[src/rtl/mst_wr_rd_arbiter.sv]
// Write/read grant arbiter for the AXI4-Lite master issue path.
// Enforces the programmed write:read ratio under contention and keeps wrapping issue counters.
module mst_wr_rd_arbiter #(
    parameter int CNT_W = 16
) (
    input  logic             clk,
    input  logic             rstn,
    input  logic [2:0]       wr_rd_ratio,
    input  logic             wr_req,
    input  logic             rd_req,
    output logic             wr_ack,
    output logic             rd_ack,
    output logic             out_valid,
    output logic             out_write,
    input  logic             out_ready,
    output logic [CNT_W-1:0] wr_issued,
    output logic [CNT_W-1:0] rd_issued
);

    localparam logic       STATE_IDLE  = 1'b0;
    localparam logic       STATE_GRANT = 1'b1;
    localparam logic [2:0] RUN_MAX     = 3'd7;

    logic             state_r;
    logic             out_valid_r;
    logic             out_write_r;
    logic             wr_ack_r;
    logic             rd_ack_r;
    logic [2:0]       wr_run_r;
    logic [CNT_W-1:0] wr_issued_r;
    logic [CNT_W-1:0] rd_issued_r;

    logic             ack_cycle_s;
    logic             wr_eff_s;
    logic             rd_eff_s;
    logic             any_req_s;
    logic             pick_write_s;
    logic [2:0]       wr_run_inc_s;

    // Request qualification and write/read decision for the IDLE state.
    always_comb begin
        // The ack cycle is a dead cycle: a requester that releases req after
        // seeing its ack must never be granted a second time.
        ack_cycle_s  = wr_ack_r | rd_ack_r;
        wr_eff_s     = wr_req & ~ack_cycle_s;
        rd_eff_s     = rd_req & ~ack_cycle_s;
        any_req_s    = wr_eff_s | rd_eff_s;
        pick_write_s = 1'b0;
        if (wr_eff_s && rd_eff_s) begin
            pick_write_s = (wr_run_r < wr_rd_ratio);
        end else if (wr_eff_s) begin
            pick_write_s = 1'b1;
        end else begin
            pick_write_s = 1'b0;
        end
        if (wr_run_r == RUN_MAX) begin
            wr_run_inc_s = RUN_MAX;
        end else begin
            wr_run_inc_s = wr_run_r + 3'd1;
        end
    end

    // Grant FSM, handshake acks, run tracking and issue counters.
    always_ff @(posedge clk or negedge rstn) begin
        if (!rstn) begin
            state_r     <= STATE_IDLE;
            out_valid_r <= 1'b0;
            out_write_r <= 1'b0;
            wr_ack_r    <= 1'b0;
            rd_ack_r    <= 1'b0;
            wr_run_r    <= 3'd0;
            wr_issued_r <= {CNT_W{1'b0}};
            rd_issued_r <= {CNT_W{1'b0}};
        end else begin
            wr_ack_r <= 1'b0;
            rd_ack_r <= 1'b0;
            case (state_r)
                STATE_IDLE: begin
                    if (any_req_s) begin
                        out_valid_r <= 1'b1;
                        out_write_r <= pick_write_s;
                        state_r     <= STATE_GRANT;
                    end
                end
                STATE_GRANT: begin
                    // Grant is frozen until accepted; ratio is not resampled here.
                    if (out_ready) begin
                        out_valid_r <= 1'b0;
                        state_r     <= STATE_IDLE;
                        if (out_write_r) begin
                            wr_ack_r    <= 1'b1;
                            wr_issued_r <= wr_issued_r + {{(CNT_W-1){1'b0}}, 1'b1};
                            wr_run_r    <= wr_run_inc_s;
                        end else begin
                            rd_ack_r    <= 1'b1;
                            rd_issued_r <= rd_issued_r + {{(CNT_W-1){1'b0}}, 1'b1};
                            wr_run_r    <= 3'd0;
                        end
                    end
                end
                default: begin
                    state_r     <= STATE_IDLE;
                    out_valid_r <= 1'b0;
                end
            endcase
        end
    end

    assign wr_ack    = wr_ack_r;
    assign rd_ack    = rd_ack_r;
    assign out_valid = out_valid_r;
    assign out_write = out_write_r;
    assign wr_issued = wr_issued_r;
    assign rd_issued = rd_issued_r;

endmodule

[config.mk]
export PLATFORM = sky130hd
export DESIGN_NAME = mst_wr_rd_arbiter
export DESIGN_NICKNAME = d
export VERILOG_FILES = /design/src/rtl/mst_wr_rd_arbiter.sv
export SDC_FILE = /design/constraint.sdc
export NUM_CORES = 1
export LEC_CHECK = 0
export ABC_AREA = 1
export CAP_MARGIN = 20
export CORE_ASPECT_RATIO = 0.6
export CORE_MARGIN = 1
export CORE_UTILIZATION = 30
export DETAILED_ROUTE_END_ITERATION = 8
export SLEW_MARGIN = 20
export SYNTH_ARGS = -nofsm -noshare
export SYNTH_HDL_FRONTEND = slang
export SYNTH_SLANG_ARGS = --single-unit
[constraint.sdc]
create_clock -name clk -period 1.9 [get_ports clk]
set_clock_uncertainty 0.05 [all_clocks]
set_input_delay 0.285 -clock clk [delete_from_list [all_inputs] [get_ports clk]]
set_output_delay 0.285 -clock clk [all_outputs]
set_load 0.02 [all_outputs]
# [Word-level counts from Yosys, hierarchy flattened]
# Index checks and enable logic that the tools add are counted.
[classes] n_mul=0 div_mod_pow=0 n_eq_ne=3 shift=0 n_addsub=3 reduce_logical=6 mux=16 bitwise=7 order_cmp=1
[op_table] operator="$add A16 B1 Y16 const B" n=2
[op_table] operator="$mux W1" n=12
[op_table] operator="$mux W3" n=2
[op_table] operator="$reduce_and A2 Y1" n=3
[op_table] operator="$reduce_and A3 Y1" n=2
[op_table] operator="$ne A2 B2 Y1 const B" n=2
[op_table] operator="$pmux W1 S2" n=2
[op_table] operator="$add A3 B1 Y3 const B" n=1
[op_table] operator="$eq A3 B3 Y1 const B" n=1
[op_table] operator="$lt A3 B3 Y1" n=1
[op_table] operator="$not A1 Y1" n=3
[op_table] operator="$and A1 B1 Y1" n=2
[op_table] operator="$or A1 B1 Y1" n=2
[op_table] operator="$logic_and A1 B1 Y1" n=1
[word_totals] mem_bits_rw=0 reg_bits=40 latchBits=0 n_memories=0 input_bits=8 output_inout_bits=36 elab_cells=44 mem_bits_ro=0

# [Depth between registers and ports, before layout]
# Gate-level depths: netlist (run 1).
[depth] word_depth=6 depth_mapped=8 mapped_depth_nobuf=8

# [Worst setup path after synthesis (run 1)]
# No wires, ideal clock.
[synth_path] path_type="reg2reg" from="register rd_issued_r[0] (netlist: rd_issued[0])" to="register rd_issued_r[14] (netlist: rd_issued[14])" path_stages_with_launch=9 required_ns=1.733 synth_period_minus_slack_ns=1.464 arrival_time_ns=1.296 setup_time_ns=0.117 setup_slack_ns=0.436 path_cell_list="dfrtp_1 -> ha_1 -> inv_1 -> nor2_1 -> nand2_1 -> nor2_2 -> nand2_1 -> nand2_1 -> nand2_1"
[synth_via] elab_chain_cells=1
[synth_rtl] item="start, declared" line="31" text="logic [CNT_W-1:0] rd_issued_r;"
[synth_rtl] item="start signal, assigned" line="73" text="rd_issued_r <= {CNT_W{1'b0}};"
[synth_rtl] item="start signal, assigned" line="96" text="rd_issued_r <= rd_issued_r + {{(CNT_W-1){1'b0}}, 1'b1};"
[synth_rtl] item="$add A16 B1 Y16" line="96"
# No other way between the ends.
# A chain may end at the register's enable or synchronous reset.

# [Final worst setup path (run 1)]
[layout_path] from="register out_write_r (netlist: out_write)" to="output out_write"
[layout_lines] item="start, declared" line="26" text="logic out_write_r;"
[layout_lines] item="start signal, assigned" line="81" text="out_write_r <= pick_write_s;"
[layout_lines] item="end, declared" line="14" text="output logic out_write,"
# No word-level cell between the ends.

==> results of run 1 <==
[stage by stage]
stage | area, um2 | hold WS, ns | worst slack, ns
6_report | 2690 | 0.434 | 0.0612
5_1_grt | 2690 | 0.465 | 0.0245
4_1_cts | 2690 | 0.450 | 0.0552
3_5_place_dp | 2590 | 0.227 | 0.0728
3_3_place_gp | 2590 | 0.227 | 0.104
2_1_floorplan | 2020 | -0.0606 | 0.436
[placed cells by master, fill, tap and decap left out]
| master | n |
|---|---|
| xor2_1 | 9 |
| nand2_4 | 1 |
| inv_1 | 34 |
| nor3_1 | 6 |
| clkdlybuf4s50_1 | 42 |
| nor2_8 | 1 |
| inv_2 | 1 |
| nand3_1 | 20 |
| o22ai_1 | 1 |
| o21ai_0 | 5 |
| dfrtp_1 | 40 |
| nand3b_1 | 3 |
| buf_2 | 1 |
| nand2_1 | 64 |
| nor2_2 | 5 |
| clkbuf_8 | 6 |
| nand3_2 | 1 |
| buf_12 | 1 |
| dlygate4sd3_1 | 1 |
| ha_1 | 5 |
| nand4_1 | 7 |
| clkinv_2 | 2 |
| nor2_1 | 18 |
| a21oi_1 | 5 |
| nor2_4 | 1 |
| nand2_2 | 1 |
| xnor2_1 | 11 |
| buf_4 | 2 |
[cell usage after synthesis, drive strengths merged]
library cell	n	area, um2
a21oi	5	25.0
dfrtp	40	1000
ha	5	62.6
inv	35	131
nand2	66	258
nand3	21	110
nand3b	3	22.5
nand4	7	43.8
nor2	25	130
nor3	6	30.0
o21ai	5	25.0
o22ai	1	6.26
xnor2	11	96.3
xor2	9	78.8
[registers in the layout (all words and copies together) (netlist names)]
| register | count |
|---|---|
| rd_ack | 1 |
| state_r | 1 |
| wr_run_r | 3 |
| wr_ack | 1 |
| out_valid | 1 |
| out_write | 1 |
| rd_issued | 16 |
| wr_issued | 16 |
[layout make-up]
cell class	count	area, um2
clock inverter	2	10.0
fill	622	3610
clock buffer	6	82.6
sequential	40	1000
tap	84	105
timing repair buffer	47	470
multi-input combinational	164	888
inverter	35	131
[layer usage]
metal  vias to the layer above  part of all wire, %  global-route usage, %
met5                         -                    0                      0
met4                         0                 0.94                   4.62
met3                         7                  5.2                   4.17
met2                        35                   37                   18.3
met1                       771                   56                   23.4
li1                        861                    -                      -
[cells by family after synthesis]
group	after synthesis	share of synthesized area, %
buffers and inverters	35	6.50
AND/OR/NAND/NOR	128	29.4
adder cells (fa/ha/maj)	5	3.10
XOR/XNOR	20	8.67
AO/OA/AOI/OAI	11	2.79
flip-flops	40	49.5
[power groups by stage]
stage / Sequential (W) / Clock, W / Combinational, W
floorplan: 0.00135 / 0 / 0.000366
global placement: 0.00125 / 0 / 0.000911
detailed placement: 0.00124 / 0 / 0.000926
CTS: 0.00123 / 0.000604 / 0.000936
global route: 0.00126 / 0.000636 / 0.00102
finish: 0.00123 / 0.000589 / 0.000922
[worst max path at each step]
stage          cells past startpoint         start  slack, ns             to
2_1_floorplan                      8  rd_issued[0]       0.44  rd_issued[14]
3_3_place_gp                       7     out_ready       0.10   rd_issued[9]
3_5_place_dp                       8     out_ready       0.07  rd_issued[15]
4_1_cts                            1     out_write       0.06      out_write
5_1_grt                            1     out_write       0.02      out_write
6_report                           1     out_write       0.06      out_write
==> results.py, run 1 <==
metrics = {
    "grt": {
        "track_usage_pct": 14.7,
        "grt_pass1_vias": 1593,
        "overflow": 0,
        "grt_first_pass_wirelength_um": 7860,
        "grt_max_degree": 41,
        "grt_antenna_before_repair": 0,
    },
    "drt": {
        "firstDrtPassIters": 4,
        "drcViolationCount": 0,
        "viasPerCell": 4.43,
        "wl_um": 4700,
        "ant_nets": 0,
        "drt_iter0_markers": 120,
        "wire_per_inst_um": 12.4,
        "num_vias": 1674,
    },
    "timing": {
        "finalSetupTns_ns": 0,
        "hold_viol": 0,
        "post-route-period-util_pct": 96.8,
        "grt_setup_unrepaired": "no",
        "tightestPinTransition_ns": 0.567,
        "maxSlewViolCount": 0,
        "min_period_ns": 1.84,
        "max_freq_ghz": 0.544,
        "relSlewSlack_pct": 61.9,
        "report.final.setup_viol": 0,
    },
    "power_and_ir_drop": {
        "leakagePower_nw": 1.29,
        "ir_worst_vdd_mv": 0.621,
        "p_comb_share_pct": 33.7,
        "internal-power_w": 0.00172,
        "switchingPower_w": 0.00101,
        "p_clk_share_pct": 21.5,
        "pwr-share-seq_pct": 44.8,
        "cellPowerDensity_nw_per_um2": 1020,
        "switching_share_pct": 37.0,
        "finalPower_w": 0.00274,
    },
    "logic_synthesis": {
        "syn_inst": 239,
        "synth_area_um2": 2020,
        "synth_cell_types": 21,
        "ys_warn_count": 0,
        "syn_nets": 252,
        "postSynthAreaPerCell_um2": 8.45,
        "synth-seq-area-share_pct": 49.5,
        "ys_seq_elements": 40,
    },
    "clock_tree": {
        "post_cts_buffers": 0,
        "h-tree-depth": 2,
        "cts_tree": "built",
        "postCtsHoldBufs": 1,
        "cts.reportedPaths.clkPinSlew_ns": 0.07,
        "clock-root-buffer": "clkbuf_8",
        "cts_resized": 0,
        "cts.sinks": 40,
        "clk_latency_ns": 0.29,
        "cts_made_buffers": 5,
        "clock_path_buffers": 2,
    },
    "setup_path": {
        "crit_path_max_incr_delay_ns": 0.68,
        "cp_cell_sequence": "clkdlybuf4s50_1",
        "worstRegToRegCells": 8,
        "worst-path-buf-inv": 1,
        "reg2reg_to": "rd_issued[14]",
        "worstPathMaxFanout": 4,
        "worstReg2RegStart": "rd_issued[0]",
        "cp.arrival_ns": 1.50,
        "r2r_slack_ns": 0.34,
        "startpoint_type": "flop",
        "crit_slowest_cell": "clkdlybuf4s50_1",
        "required_ns": 1.56,
        "criticalPathCategory": "flop to primary output",
        "cp-end-kind": "primary output",
        "critical-path-top-delay-family": "buffers and inverters",
    },
    "floorplanning": {
        "rows": 22,
        "top_level_ports": 44,
        "die_h_um": 65.6,
        "start_util_pct": 32.1,
        "fp.dieW_um": 108,
        "dieArea_um2": 7080,
        "core_area_um2": 6300,
    },
    "finish": {
        "area.growth.synth_to_final_pct": 33.1,
        "diodes": 0,
        "nNetsFinal": 306,
        "drive_gt1_share_pct": 7.82,
        "final_cells": 378,
        "final_core_util_pct": 42.7,
    },
    "run": {
        "maxCapViolations": 0,
    },
    "hold_path": {
        "min_path_type": "primary input to asynchronous set/reset pin",
    },
    "placed_design": {
        "hpwl_um": 3500,
        "gp_congestion": 0.794,
        "placed_cells": 369,
        "io_buffers": 43,
    },
    "status": {
        "status": "complete, no violations",
    },
}
(Power assumes the default switching activity.)
==> inputs of run 2 (changes only) <==
--- a/config.mk
+++ b/config.mk
@@ -7,10 +7,11 @@
 export LEC_CHECK = 0
 export ABC_AREA = 1
 export CAP_MARGIN = 20
-export CORE_ASPECT_RATIO = 0.6
+export CORE_ASPECT_RATIO = 1.2
 export CORE_MARGIN = 1
 export CORE_UTILIZATION = 30
 export DETAILED_ROUTE_END_ITERATION = 8
+export PLACE_DENSITY_LB_ADDON = 0.1
 export SLEW_MARGIN = 20
 export SYNTH_ARGS = -nofsm -noshare
 export SYNTH_HDL_FRONTEND = slang
==> results.py, run 2 (synthesized netlist as in run 1, its figures left out) <==
metrics = {
    "finish": {
        "final_core_util_pct": 41.5,
        "nNetsFinal": 306,
        "fillerInstances": 697,
        "diodes": 0,
        "mostFrequentLayoutCell": "nand2_1",
        "finalInstanceArea_um2": 2690,
        "drive_gt1_share_pct": 7.82,
        "area.growth.synth_to_final_pct": 33.1,
        "final_cell_mix": "64 x nand2_1, 42 x clkdlybuf4s50_1, 40 x dfrtp_1, 34 x inv_1, 20 x nand3_1",
    },
    "power_and_ir_drop": {
        "ir_worst_vdd_mv": 0.508,
        "cellPowerDensity_nw_per_um2": 1050,
        "leakagePower_nw": 1.29,
    },
    "setup_path": {
        "cp_cell_sequence": "clkdlybuf4s50_1",
        "worstPathMaxFanout": 4,
        "cp.arrival_ns": 1.47,
        "worstRegToRegCells": 8,
        "crit_slowest_cell": "clkdlybuf4s50_1",
        "reg2reg_to": "wr_issued[12]",
        "worstReg2RegStart": "wr_issued[0]",
        "critical-path-top-delay-family": "buffers and inverters",
        "worst-path-buf-inv": 1,
        "crit_path_max_incr_delay_ns": 0.66,
        "criticalPathCategory": "flop to primary output",
        "startpoint_type": "flop",
        "crit_cells": 1,
        "required_ns": 1.56,
        "r2r_slack_ns": 0.40,
        "cp-end-kind": "primary output",
    },
    "placed_design": {
        "gp_congestion": 0.766,
        "dp_slack_ns": 0.112,
        "postPlaceCellArea_um2": 2580,
        "hpwl_um": 3460,
        "io_buffers": 43,
    },
    "floorplanning": {
        "rows": 32,
        "dieArea_um2": 7070,
        "start_util_pct": 31.2,
        "fp.dieW_um": 76.9,
        "core_area_um2": 6490,
        "top_level_ports": 44,
        "die_h_um": 91.9,
    },
    "drt": {
        "drcViolationCount": 0,
        "num_vias": 1689,
        "viasPerCell": 4.46,
        "drt_iter0_markers": 53,
        "ant_nets": 0,
        "firstDrtPassIters": 4,
        "wl_um": 4450,
        "wire_per_inst_um": 11.7,
    },
    "clock_tree": {
        "cts.reportedPaths.clkPinSlew_ns": 0.08,
        "clock-root-buffer": "clkbuf_8",
        "post_cts_buffers": 0,
        "postCtsHoldBufs": 0,
        "cts_made_buffers": 5,
        "h-tree-depth": 2,
        "cts_tree": "built",
        "cts_resized": 0,
        "clk_latency_ns": 0.29,
        "clock_path_buffers": 2,
        "cts.sinks": 40,
    },
    "timing": {
        "min_period_ns": 1.81,
        "tightestPinTransition_ns": 0.679,
        "maxSlewViolCount": 0,
        "grt_setup_unrepaired": "no",
        "finalSetupTns_ns": 0,
        "setup_ws_ns": 0.0918,
        "hold_ws_ns": -0.0187,
        "report.final.setup_viol": 0,
        "post-route-period-util_pct": 95.2,
        "max_freq_ghz": 0.553,
        "hold_viol": 28,
        "relSlewSlack_pct": 54.7,
    },
    "grt": {
        "grt_pass1_vias": 1659,
        "track_usage_pct": 14.0,
        "grt_max_degree": 31,
        "overflow": 0,
        "grt_first_pass_wirelength_um": 7720,
        "grt_antenna_before_repair": 0,
    },
    "hold_path": {
        "min_path_type": "primary input to asynchronous set/reset pin",
    },
    "status": {
        "violations": "hold timing",
        "status": "finished, violations left",
    },
    "run": {
        "maxCapViolations": 0,
    },
}
-- run 2: metal layers --
| layer | share of wire (%) | vias up | global-route usage, % | wire (um) |
|---|---|---|---|---|
| met1 | 44 | 789 | 16.2 | 1970 |
| met4 | 1.7 | 0 | 5.77 | 75 |
| li1 | - | 859 | - | - |
| met5 | 0 | - | 0 | 0 |
| met3 | 4.0 | 6 | 3.28 | 180 |
| met2 | 50 | 35 | 24.7 | 2220 |
-- run 2: area by class of cell --
class / instances / area [um2] / area share [%]
clock buffer: 6 / 72.6 / 2.70
clock inverter: 2 / 35.0 / 1.30
inverter: 35 / 131 / 4.88
multi-input combinational: 164 / 888 / 33.0
sequential: 40 / 1000 / 37.2
tap: 85 / 106 / 3.95
timing repair buffer: 47 / 455 / 16.9
-- run 2: power by group --
group | switching (W) | total, W | internal [W]
clock | 0.000303 | 0.000694 | 0.000390
sequential | 0.000202 | 0.00121 | 0.00101
combinational | 0.000492 | 0.000911 | 0.000420
-- run 2: worst max-delay path by stage --
stage	from	endpoint	slack, ns
after global placement	out_ready	rd_issued[9]	0.13
after floorplan	rd_issued[0]	rd_issued[14]	0.44
after global routing	out_write	out_write	0.05
after detailed placement	out_ready	wr_issued[13]	0.11
after CTS	out_write	out_write	0.07
final	out_write	out_write	0.09
-- run 2: through the flow --
stage / power (W) / std cells
5_1_grt: 0.00300 / 379
2_1_floorplan: 0.00172 / 239
3_3_place_gp: 0.00215 / 371
6_report: 0.00282 / 379
4_1_cts: 0.00286 / 379
3_5_place_dp: 0.00216 / 371
==> inputs of run 3 (changes only) <==
--- a/config.mk
+++ b/config.mk
@@ -12,6 +12,7 @@
 export CORE_UTILIZATION = 30
 export DETAILED_ROUTE_END_ITERATION = 8
 export PLACE_DENSITY_LB_ADDON = 0.1
+export SETUP_SLACK_MARGIN = 0.5
 export SLEW_MARGIN = 20
 export SYNTH_ARGS = -nofsm -noshare
 export SYNTH_HDL_FRONTEND = slang
==> results.py, run 3 (synthesized netlist as in run 1, its figures left out) <==
metrics = {
    "status": {
        "status": "complete, no violations",
    },
    "finish": {
        "final_cell_mix": "61 x nand2_1, 32 x inv_1, 30 x dfrtp_1, 18 x nand3_1, 16 x clkbuf_2",
        "area.growth.synth_to_final_pct": 36.3,
        "nNetsFinal": 313,
        "fillerInstances": 682,
        "mostFrequentLayoutCell": "nand2_1",
        "final_core_util_pct": 42.5,
        "drive_gt1_share_pct": 24.6,
        "diodes": 0,
    },
    "grt": {
        "grt_max_degree": 41,
        "grt_pass1_vias": 1685,
        "grt_first_pass_wirelength_um": 7720,
        "overflow": 0,
        "grt_antenna_before_repair": 0,
        "track_usage_pct": 14.2,
    },
    "setup_path": {
        "cp_cell_sequence": "clkdlybuf4s15_1",
        "cp-end-kind": "primary output",
        "crit_slowest_cell": "dfrtp_2",
        "worst-path-buf-inv": 1,
        "crit_path_max_incr_delay_ns": 0.46,
        "startpoint_type": "flop",
        "cp.arrival_ns": 1.05,
        "worstPathMaxFanout": 5,
        "required_ns": 1.56,
        "criticalPathCategory": "flop to primary output",
        "critical-path-top-delay-family": "flip-flops",
    },
    "hold_path": {
        "min_path_type": "primary input to asynchronous set/reset pin",
    },
    "clock_tree": {
        "cts.sinks": 40,
        "postCtsHoldBufs": 0,
        "clock_path_buffers": 2,
        "clock-root-buffer": "clkbuf_8",
        "clk_latency_ns": 0.29,
        "h-tree-depth": 2,
        "cts_made_buffers": 5,
        "cts.reportedPaths.clkPinSlew_ns": 0.08,
        "cts_tree": "built",
    },
    "timing": {
        "finalSetupTns_ns": 0,
        "post-route-period-util_pct": 72.7,
        "max_freq_ghz": 0.724,
        "hold_viol": 0,
        "min_period_ns": 1.38,
        "grt_setup_unrepaired": "yes",
        "tightestPinTransition_ns": 0.521,
        "relSlewSlack_pct": 65.3,
        "maxSlewViolCount": 0,
        "report.final.setup_viol": 0,
    },
    "placed_design": {
        "io_buffers": 43,
        "hpwl_um": 3250,
        "gp_congestion": 0.751,
    },
    "drt": {
        "wl_um": 4500,
        "num_vias": 1715,
        "firstDrtPassIters": 4,
        "drt_iter0_markers": 65,
        "drcViolationCount": 0,
        "viasPerCell": 4.44,
        "top_layer": "met4",
        "wl_met1_um": 2060,
        "met3_length_um": 153,
        "dr_wl_met2_um": 2240,
        "wire_per_inst_um": 11.7,
        "ant_nets": 0,
    },
    "run": {
        "maxCapViolations": 0,
    },
    "floorplanning": {
        "die_h_um": 91.9,
        "fp.dieW_um": 76.9,
        "dieArea_um2": 7070,
        "start_util_pct": 31.2,
        "core_area_um2": 6490,
        "rows": 32,
        "top_level_ports": 44,
    },
    "power_and_ir_drop": {
        "leakagePower_nw": 1.36,
        "ir_worst_vdd_mv": 0.513,
        "cellPowerDensity_nw_per_um2": 1010,
    },
}
## run 3: cell types whose count changed in the layout (fill, tap and decap cells not counted), sizes merged, moves of 8 or more
cell	change
clkdlybuf4s15	+12
dlygate4sd2	+8
clkdlybuf4s50	-37
clkbuf	+18
buf	+8
## run 3: timing repair
action                     CTS  global route
setup buffers                2             6
pin swaps                    3             9
setup endpoints to repair   48            43
hold endpoints to repair     0             0
resized for setup           60            56
## run 3: final timing paths
check / startpoint / end / slack, ns / cells after the start
max reg2reg: state_r / rd_issued[14] / 0.58 / 7
min reg2reg: wr_issued[14] / wr_issued[14] / 0.45 / 2
min: rstn / rd_issued[11] / 0.002 / 2
min in group clk: wr_issued[14] / wr_issued[14] / 0.45 / 2
max in group asynchronous: rstn / state_r / 1.41 / 2
max: rd_issued[1] / rd_issued[1] / 0.52 / 1
## run 3: final cells by class
class,count,area [um2],share of cell area [%]
inverters,35,131,4.77
multi-input cells,164,997,36.2
repair buffers,54,417,15.1
flip-flops and latches,40,1010,36.8
clock buffers,8,90.1,3.27
well taps,85,106,3.86
## run 3: power breakdown
| part | switching, W | internal, W |
|---|---|---|
| registers | 0.000220 | 0.00102 |
| logic | 0.000543 | 0.000420 |
| clock network | 0.000286 | 0.000296 |
## run 3: per-layer routing
layer / up-vias / GRT usage [%]
met5: - / 0
met4: 0 / 5.77
met3: 4 / 3.98
met2: 38 / 22.9
met1: 798 / 17.7
li1: 875 / -
## run 3: metrics by stage
step,instance area [um2],total power (W),instances,hold WS [ns],setup WS [ns]
after floorplan,2030,0.00173,239,-0.0606,0.522
after global placement,2580,0.00215,370,0.338,0.122
after detailed placement,2580,0.00216,370,0.336,0.0928
after CTS,2680,0.00272,380,0.0180,0.436
after global routing,2760,0.00299,386,0.0402,0.471
final,2760,0.00279,386,0.00164,0.518
